[config.mk]
export PLATFORM = sky130hd
export DESIGN_NAME = mi_sram_resp_flat
export DESIGN_NICKNAME = d
export VERILOG_FILES = /design/src/rtl/mi_sram_resp_if.sv /design/src/rtl/mi_sram_resp.sv /design/src/flat_wrapper.sv
export SDC_FILE = /design/constraint.sdc
export NUM_CORES = 1
export LEC_CHECK = 0
export ABC_AREA = 1
export BUFFER_PORTS_ARGS = -buffer_cell sky130_fd_sc_hd__buf_4
export CAP_MARGIN = 20
export CELL_PAD_IN_SITES_DETAIL_PLACEMENT = 2
export CELL_PAD_IN_SITES_GLOBAL_PLACEMENT = 2
export CORE_ASPECT_RATIO = 0.5
export CORE_MARGIN = 2
export CORE_UTILIZATION = 19
export CTS_BUF_LIST = sky130_fd_sc_hd__clkbuf_8
export DETAILED_ROUTE_END_ITERATION = 8
export GPL_ROUTABILITY_DRIVEN = 1
export PLACE_DENSITY_LB_ADDON = 0.1
export SLEW_MARGIN = 20
export SYNTH_ARGS = -nofsm -noshare
export SYNTH_HDL_FRONTEND = slang
export SYNTH_SLANG_ARGS = --single-unit
[constraint.sdc]
create_clock -name clk -period 2 [get_ports clk]
set_clock_uncertainty 0.15 [all_clocks]
set_input_delay 0.5 -clock clk [delete_from_list [all_inputs] [get_ports clk]]
set_output_delay 0.5 -clock clk [all_outputs]
set_load 0.01 [all_outputs]
[src/rtl/mi_sram_resp_if.sv]
// Initiator/responder bundle for the mi_* burst memory interface.
// MI_SRAM_RESP_WMSK_EN adds the per-beat byte mask mi_wmsk (1 = byte masked).
interface mi_sram_resp_if #(
  parameter int unsigned LEN_W = 7
);
  logic [23:0]      mi_addr;
  logic [LEN_W-1:0] mi_len;
  logic             mi_rw;
  logic             mi_valid;
  logic             mi_ready;
  logic [31:0]      mi_wdata;
  logic             mi_wack;
  logic             mi_wlast;
  logic [31:0]      mi_rdata;
  logic             mi_rstb;
  logic             mi_rlast;
`ifdef MI_SRAM_RESP_WMSK_EN
  logic [3:0]       mi_wmsk;

  modport master (
    output mi_addr, mi_len, mi_rw, mi_valid, mi_wdata, mi_wmsk,
    input  mi_ready, mi_wack, mi_wlast, mi_rdata, mi_rstb, mi_rlast
  );
  modport slave (
    input  mi_addr, mi_len, mi_rw, mi_valid, mi_wdata, mi_wmsk,
    output mi_ready, mi_wack, mi_wlast, mi_rdata, mi_rstb, mi_rlast
  );
`else
  modport master (
    output mi_addr, mi_len, mi_rw, mi_valid, mi_wdata,
    input  mi_ready, mi_wack, mi_wlast, mi_rdata, mi_rstb, mi_rlast
  );
  modport slave (
    input  mi_addr, mi_len, mi_rw, mi_valid, mi_wdata,
    output mi_ready, mi_wack, mi_wlast, mi_rdata, mi_rstb, mi_rlast
  );
`endif
endinterface

[src/rtl/mi_sram_resp.sv]
// mi_* burst responder backed by a single-port word RAM with 1-cycle read latency.
// Define MI_SRAM_RESP_WMSK_EN to forward the initiator's byte mask to the RAM.
module mi_sram_resp #(
  parameter int unsigned AW    = 14,
  parameter int unsigned LEN_W = 7
) (
  input  logic           clk,
  input  logic           rst,
  mi_sram_resp_if.slave  mi,
  output logic [AW-1:0]  ram_addr,
  output logic [31:0]    ram_wdata,
  output logic [3:0]     ram_wmsk,
  output logic           ram_we,
  input  logic [31:0]    ram_rdata
);

  localparam logic [1:0] IDLE    = 2'd0;
  localparam logic [1:0] WR      = 2'd1;
  localparam logic [1:0] RD      = 2'd2;
  localparam logic [1:0] RD_TAIL = 2'd3;

  logic [1:0]       state_q, state_d;
  logic [AW-1:0]    addr_q, addr_d;
  logic [LEN_W-1:0] cnt_q, cnt_d;
  logic             rstb_q;
  logic             accept;
  logic             last_beat;

  // Only the low AW address bits reach the RAM.
  logic unused_addr_hi;
  assign unused_addr_hi = ^mi.mi_addr[23:AW];

  assign accept    = mi.mi_valid & mi.mi_ready;
  assign last_beat = (cnt_q == '0);

  always_comb begin
    state_d = state_q;
    addr_d  = addr_q;
    cnt_d   = cnt_q;
    case (state_q)
      IDLE: begin
        if (accept) begin
          addr_d  = mi.mi_addr[AW-1:0];
          cnt_d   = mi.mi_len;
          state_d = mi.mi_rw ? RD : WR;
        end
      end
      WR: begin
        addr_d = addr_q + AW'(1);
        cnt_d  = cnt_q - LEN_W'(1);
        if (last_beat) state_d = IDLE;
      end
      RD: begin
        addr_d = addr_q + AW'(1);
        cnt_d  = cnt_q - LEN_W'(1);
        if (last_beat) state_d = RD_TAIL;
      end
      RD_TAIL: state_d = IDLE;
      default: state_d = IDLE;
    endcase
  end

  always_ff @(posedge clk or posedge rst) begin
    if (rst) begin
      state_q <= IDLE;
      addr_q  <= '0;
      cnt_q   <= '0;
      rstb_q  <= 1'b0;
    end else begin
      state_q <= state_d;
      addr_q  <= addr_d;
      cnt_q   <= cnt_d;
      // Read data returns one cycle after the address is issued.
      rstb_q  <= (state_q == RD);
    end
  end

  assign mi.mi_ready = (state_q == IDLE) & ~rst;
  assign mi.mi_wack  = (state_q == WR);
  assign mi.mi_wlast = (state_q == WR) & last_beat;
  assign mi.mi_rstb  = rstb_q;
  assign mi.mi_rlast = rstb_q & (state_q == RD_TAIL);
  assign mi.mi_rdata = ram_rdata;

  assign ram_addr  = addr_q;
  assign ram_we    = (state_q == WR);
  assign ram_wdata = mi.mi_wdata;
`ifdef MI_SRAM_RESP_WMSK_EN
  assign ram_wmsk  = (state_q == WR) ? mi.mi_wmsk : 4'h0;
`else
  assign ram_wmsk  = 4'h0;
`endif

endmodule

[src/flat_wrapper.sv]
// flat-port wrapper written by rule: the top's interface ports become plain ports
module mi_sram_resp_flat 
#(
  parameter int unsigned AW    = 14,
  parameter int unsigned LEN_W = 7
)
  (clk, rst, ram_addr, ram_wdata, ram_wmsk, ram_we, ram_rdata, mi_mi_addr, mi_mi_len, mi_mi_rw, mi_mi_valid, mi_mi_wdata, mi_mi_ready, mi_mi_wack, mi_mi_wlast, mi_mi_rdata, mi_mi_rstb, mi_mi_rlast);
  mi_sram_resp_if #(.LEN_W(LEN_W)) mi_i ();
  input  logic clk;
  input  logic rst;
  output logic [AW-1:0] ram_addr;
  output logic [31:0] ram_wdata;
  output logic [3:0] ram_wmsk;
  output logic ram_we;
  input  logic [31:0] ram_rdata;
  input wire logic [$bits(mi_i.mi_addr)-1:0] mi_mi_addr;
  input wire logic [$bits(mi_i.mi_len)-1:0] mi_mi_len;
  input wire logic [$bits(mi_i.mi_rw)-1:0] mi_mi_rw;
  input wire logic [$bits(mi_i.mi_valid)-1:0] mi_mi_valid;
  input wire logic [$bits(mi_i.mi_wdata)-1:0] mi_mi_wdata;
  output wire logic [$bits(mi_i.mi_ready)-1:0] mi_mi_ready;
  output wire logic [$bits(mi_i.mi_wack)-1:0] mi_mi_wack;
  output wire logic [$bits(mi_i.mi_wlast)-1:0] mi_mi_wlast;
  output wire logic [$bits(mi_i.mi_rdata)-1:0] mi_mi_rdata;
  output wire logic [$bits(mi_i.mi_rstb)-1:0] mi_mi_rstb;
  output wire logic [$bits(mi_i.mi_rlast)-1:0] mi_mi_rlast;
  assign mi_i.mi_addr = mi_mi_addr;
  assign mi_i.mi_len = mi_mi_len;
  assign mi_i.mi_rw = mi_mi_rw;
  assign mi_i.mi_valid = mi_mi_valid;
  assign mi_i.mi_wdata = mi_mi_wdata;
  assign mi_mi_ready = mi_i.mi_ready;
  assign mi_mi_wack = mi_i.mi_wack;
  assign mi_mi_wlast = mi_i.mi_wlast;
  assign mi_mi_rdata = mi_i.mi_rdata;
  assign mi_mi_rstb = mi_i.mi_rstb;
  assign mi_mi_rlast = mi_i.mi_rlast;
  mi_sram_resp #(.AW(AW), .LEN_W(LEN_W)) u_core (.clk(clk), .rst(rst), .mi(mi_i), .ram_addr(ram_addr), .ram_wdata(ram_wdata), .ram_wmsk(ram_wmsk), .ram_we(ram_we), .ram_rdata(ram_rdata));
endmodule
==> qor.csv <==
stage;metric;value;unit
cts;path_clk_slew;0.10;ns
placed_design;io_buffers;44;
drt;drt-initial-drc-count;49;
drt;dr.pass1.iters;4;
placed_design;gp_congestion;0.696;
logic_synthesis;yosysMostFrequentCell;buf_4;
worst_setup_path;worstPathMaxFanout;2;
drt;wl_per_cell;15.6;um
drt;wirelength;7220;um
power;ir_worst_vdd;0.426;mV
grt;grt_overflow;0;
drt;vias;1851;
worst_setup_path;end_kind;output port;
worst_setup_path;critPathSlowestCell;dfrtp_1;
final_layout;syn_to_final_growth;8.15;%
hold_path;holdCritPathClass;primary input to asynchronous set/reset pin;
flow_run;cap_viol_max_count;0;
placed_design;dp_hpwl;5580;um
drt;routed_via_density;3.99;
timing;rsz0062_at_grt;true;
logic_synthesis;synth_largest_area_cell;dfrtp_1;
drt;drc;0;
grt;grt_pass1_vias;2077;
floorplanning;io_pins;187;
floorplanning;fp.dieW;158;um
placed_design;placedCellCount;454;
floorplanning;coreArea;0.0117;mm^2
worst_setup_path;reg2reg_from;u_core.state_q[1];
cts;clock-sinks;24;
worst_setup_path;reg2reg_depth;6;
worst_setup_path;reg2reg_slack;0.32;ns
drt;postRouteAntennaNets;0;
floorplanning;num_rows;28;
worst_setup_path;worstSetupStartpointType;register;
grt;track_usage;0.113;
logic_synthesis;synth_area;0.00226;mm^2
worst_setup_path;reg2reg_to;u_core.ram_addr[5];
floorplanning;die_area;0.0128;mm^2
logic_synthesis;ys_seq_elements;24;
logic_synthesis;ys_top_cells_by_area;dfrtp_1, buf_4, nand2_1;
final_layout;stdcell_count;464;
worst_setup_path;critical_path_arrival;1.27;ns
logic_synthesis;synth_ff_type;dfrtp_1;
final_layout;final_nets;407;
timing;maxSlewViolCount;0;
logic_synthesis;syn-instance-count;312;
cts;clk_path_buf_depth;2;
timing;finalHoldViolCount;0;
timing;setup_viol;0;
floorplanning;dieHeight;81.1;um
cts;cts_tree;yes;
grt;grt_pass1_wl;11000;um
logic_synthesis;synth_commonest_cells;buf_4, nand2_1, inv_1, dfrtp_1, nor2_1;
logic_synthesis;netlist.area_leader.share;0.266;
cts;h-tree-depth;1;
final_layout;diodes;0;
worst_setup_path;path_cells;inv_1 > nand2_1 > nor2_4 > nand3_2 > nor2_2 > buf_4;
timing;fmax;520;MHz
grt;grt_max_degree;29;
logic_synthesis;synth_edf_count;0;
cts;postCtsHoldBufs;0;
logic_synthesis;seq_area_frac_synth;0.266;
worst_setup_path;slowest_delay;0.40;ns
grt;antenna_found_initial;0;
final_layout;fillCellCount;1411;
timing;fin_crit_sh;0.962;
cts;cts_root_buffer;clkbuf_8;
logic_synthesis;syn_area_per_cell;7.23;um^2
power;power_density;1710;mW/mm^2
logic_synthesis;synthArstFlopShare;1.00;
logic_synthesis;synth.distinct_cells;34;
final_layout;drive_gt1_frac;0.311;
power;total_power;0.00418;W
worst_setup_path;required;1.35;ns
power;power.leakage;1.18;nW
logic_synthesis;yosys_warnings;0;
cts;insertion_delay;0.29;ns
outcome;status;finished, final reports clean;
worst_setup_path;crit_type;register to output port;
cts;cts_made_buffers;3;
timing;min_period;1.92;ns
floorplanning;start_util;0.193;
## per-layer routing
metal  part of all wire  global-route usage  vias to the layer above
li1                   -                   -                      890
met1               0.40               0.125                      866
met2               0.48               0.207                       57
met3              0.079              0.0320                       38
met4              0.033              0.0441                        0
met5                  0                   0                        -
## state kept, by name, summed over array words and instances, names as in the netlist
signal             cells
u_core.ram_addr       14
u_core.cnt_q           7
u_core.state_q         2
u_core.mi.mi_rstb      1
## how the worst max path moves through the flow
stage	startpoint	end	slack [ns]	cells after the start
finish	u_core.cnt_q[5]	mi_mi_wlast	0.08	6
floorplan	rst	u_core.ram_addr[6]	0.03	8
CTS	u_core.state_q[1]	mi_mi_ready	-0.02	5
detailed placement	u_core.state_q[1]	u_core.ram_addr[6]	0.14	9
global route	u_core.cnt_q[2]	mi_mi_wlast	-0.02	6
global placement	u_core.state_q[0]	u_core.ram_addr[6]	0.19	9
## layout make-up
class                   instances  area (um^2)  share of cell area
well taps                     165          206              0.0846
multi-input cells             182         1000               0.411
inverters                      31          116              0.0477
clock buffers                   4         55.1              0.0226
flip-flops and latches         24          601               0.246
repair buffers                 58          460               0.189
## where the power goes
part	total [W]	internal, W	switching (W)	leakage (nW)
Combinational	0.00279	0.00115	0.00164	0.863
Sequential	0.00102	0.000735	0.000283	0.283
Clock	0.000373	0.000177	0.000196	0.0288
Total	0.00418	0.00206	0.00212	1.18
## critical path, delay by kind of cell (launching register included)
kind	cells	cell delay [ns]
flops	1	0.40
simple gates	4	0.39
buf+inv	2	0.20
## cell families (layout without fill, tap and decap cells)
logic type | after synthesis | after routing | synth area share
adders and majority gates | 8 | 8 | 0.0443
and+or+nand+nor | 129 | 129 | 0.258
xor gates and xnor gates | 1 | 1 | 0.00388
buffers and inverters | 109 | 93 | 0.314
AOI/OAI and AO/OA | 40 | 40 | 0.112
DFF | 24 | 24 | 0.266
other | 1 | 4 | 0.00166
## per-stage QoR
step / area (um^2) / setup TNS, ns / utilization / hold slack [ns] / worst slack, ns
2_1_floorplan: 2270 / 0 / - / 0.330 / 0.0337
3_3_place_gp: 2300 / 0 / 0.196 / 0.365 / 0.193
3_5_place_dp: 2300 / 0 / 0.196 / 0.393 / 0.142
4_1_cts: 2400 / -0.0158 / 0.205 / 0.181 / -0.0154
5_1_grt: 2440 / -0.0278 / 0.209 / 0.207 / -0.0161
6_report: 2440 / 0 / 0.209 / 0.182 / 0.0754
## cell usage in the layout, fill, tap and decap left out, types with 2 or more instances in the layout
cell      instances
nand3_2           2
a31oi_1           2
nand2_4           2
buf_4            56
a22oi_1           2
o22ai_1           3
nor2_1           20
inv_2             8
dfrtp_1          24
o21ai_2           2
clkbuf_8          4
o21ai_1           6
ha_1              6
conb_1            4
nor2_4            4
nand4_1           7
inv_1            23
a21oi_2           2
ha_4              2
o21ai_0          10
buf_12            2
a21oi_1           6
nor2_2            4
o21bai_1          3
nand2_1          68
nand2_2           2
nand3_1          18
## what timing repair did
item | CTS | global route
endpoints found under the setup margin | 2 | 2
buffers inserted | 4 | 2
pin swaps | 1 | 1
gates resized for setup | 5 | 10
Note: power is estimated with default switching activity, not from simulation.
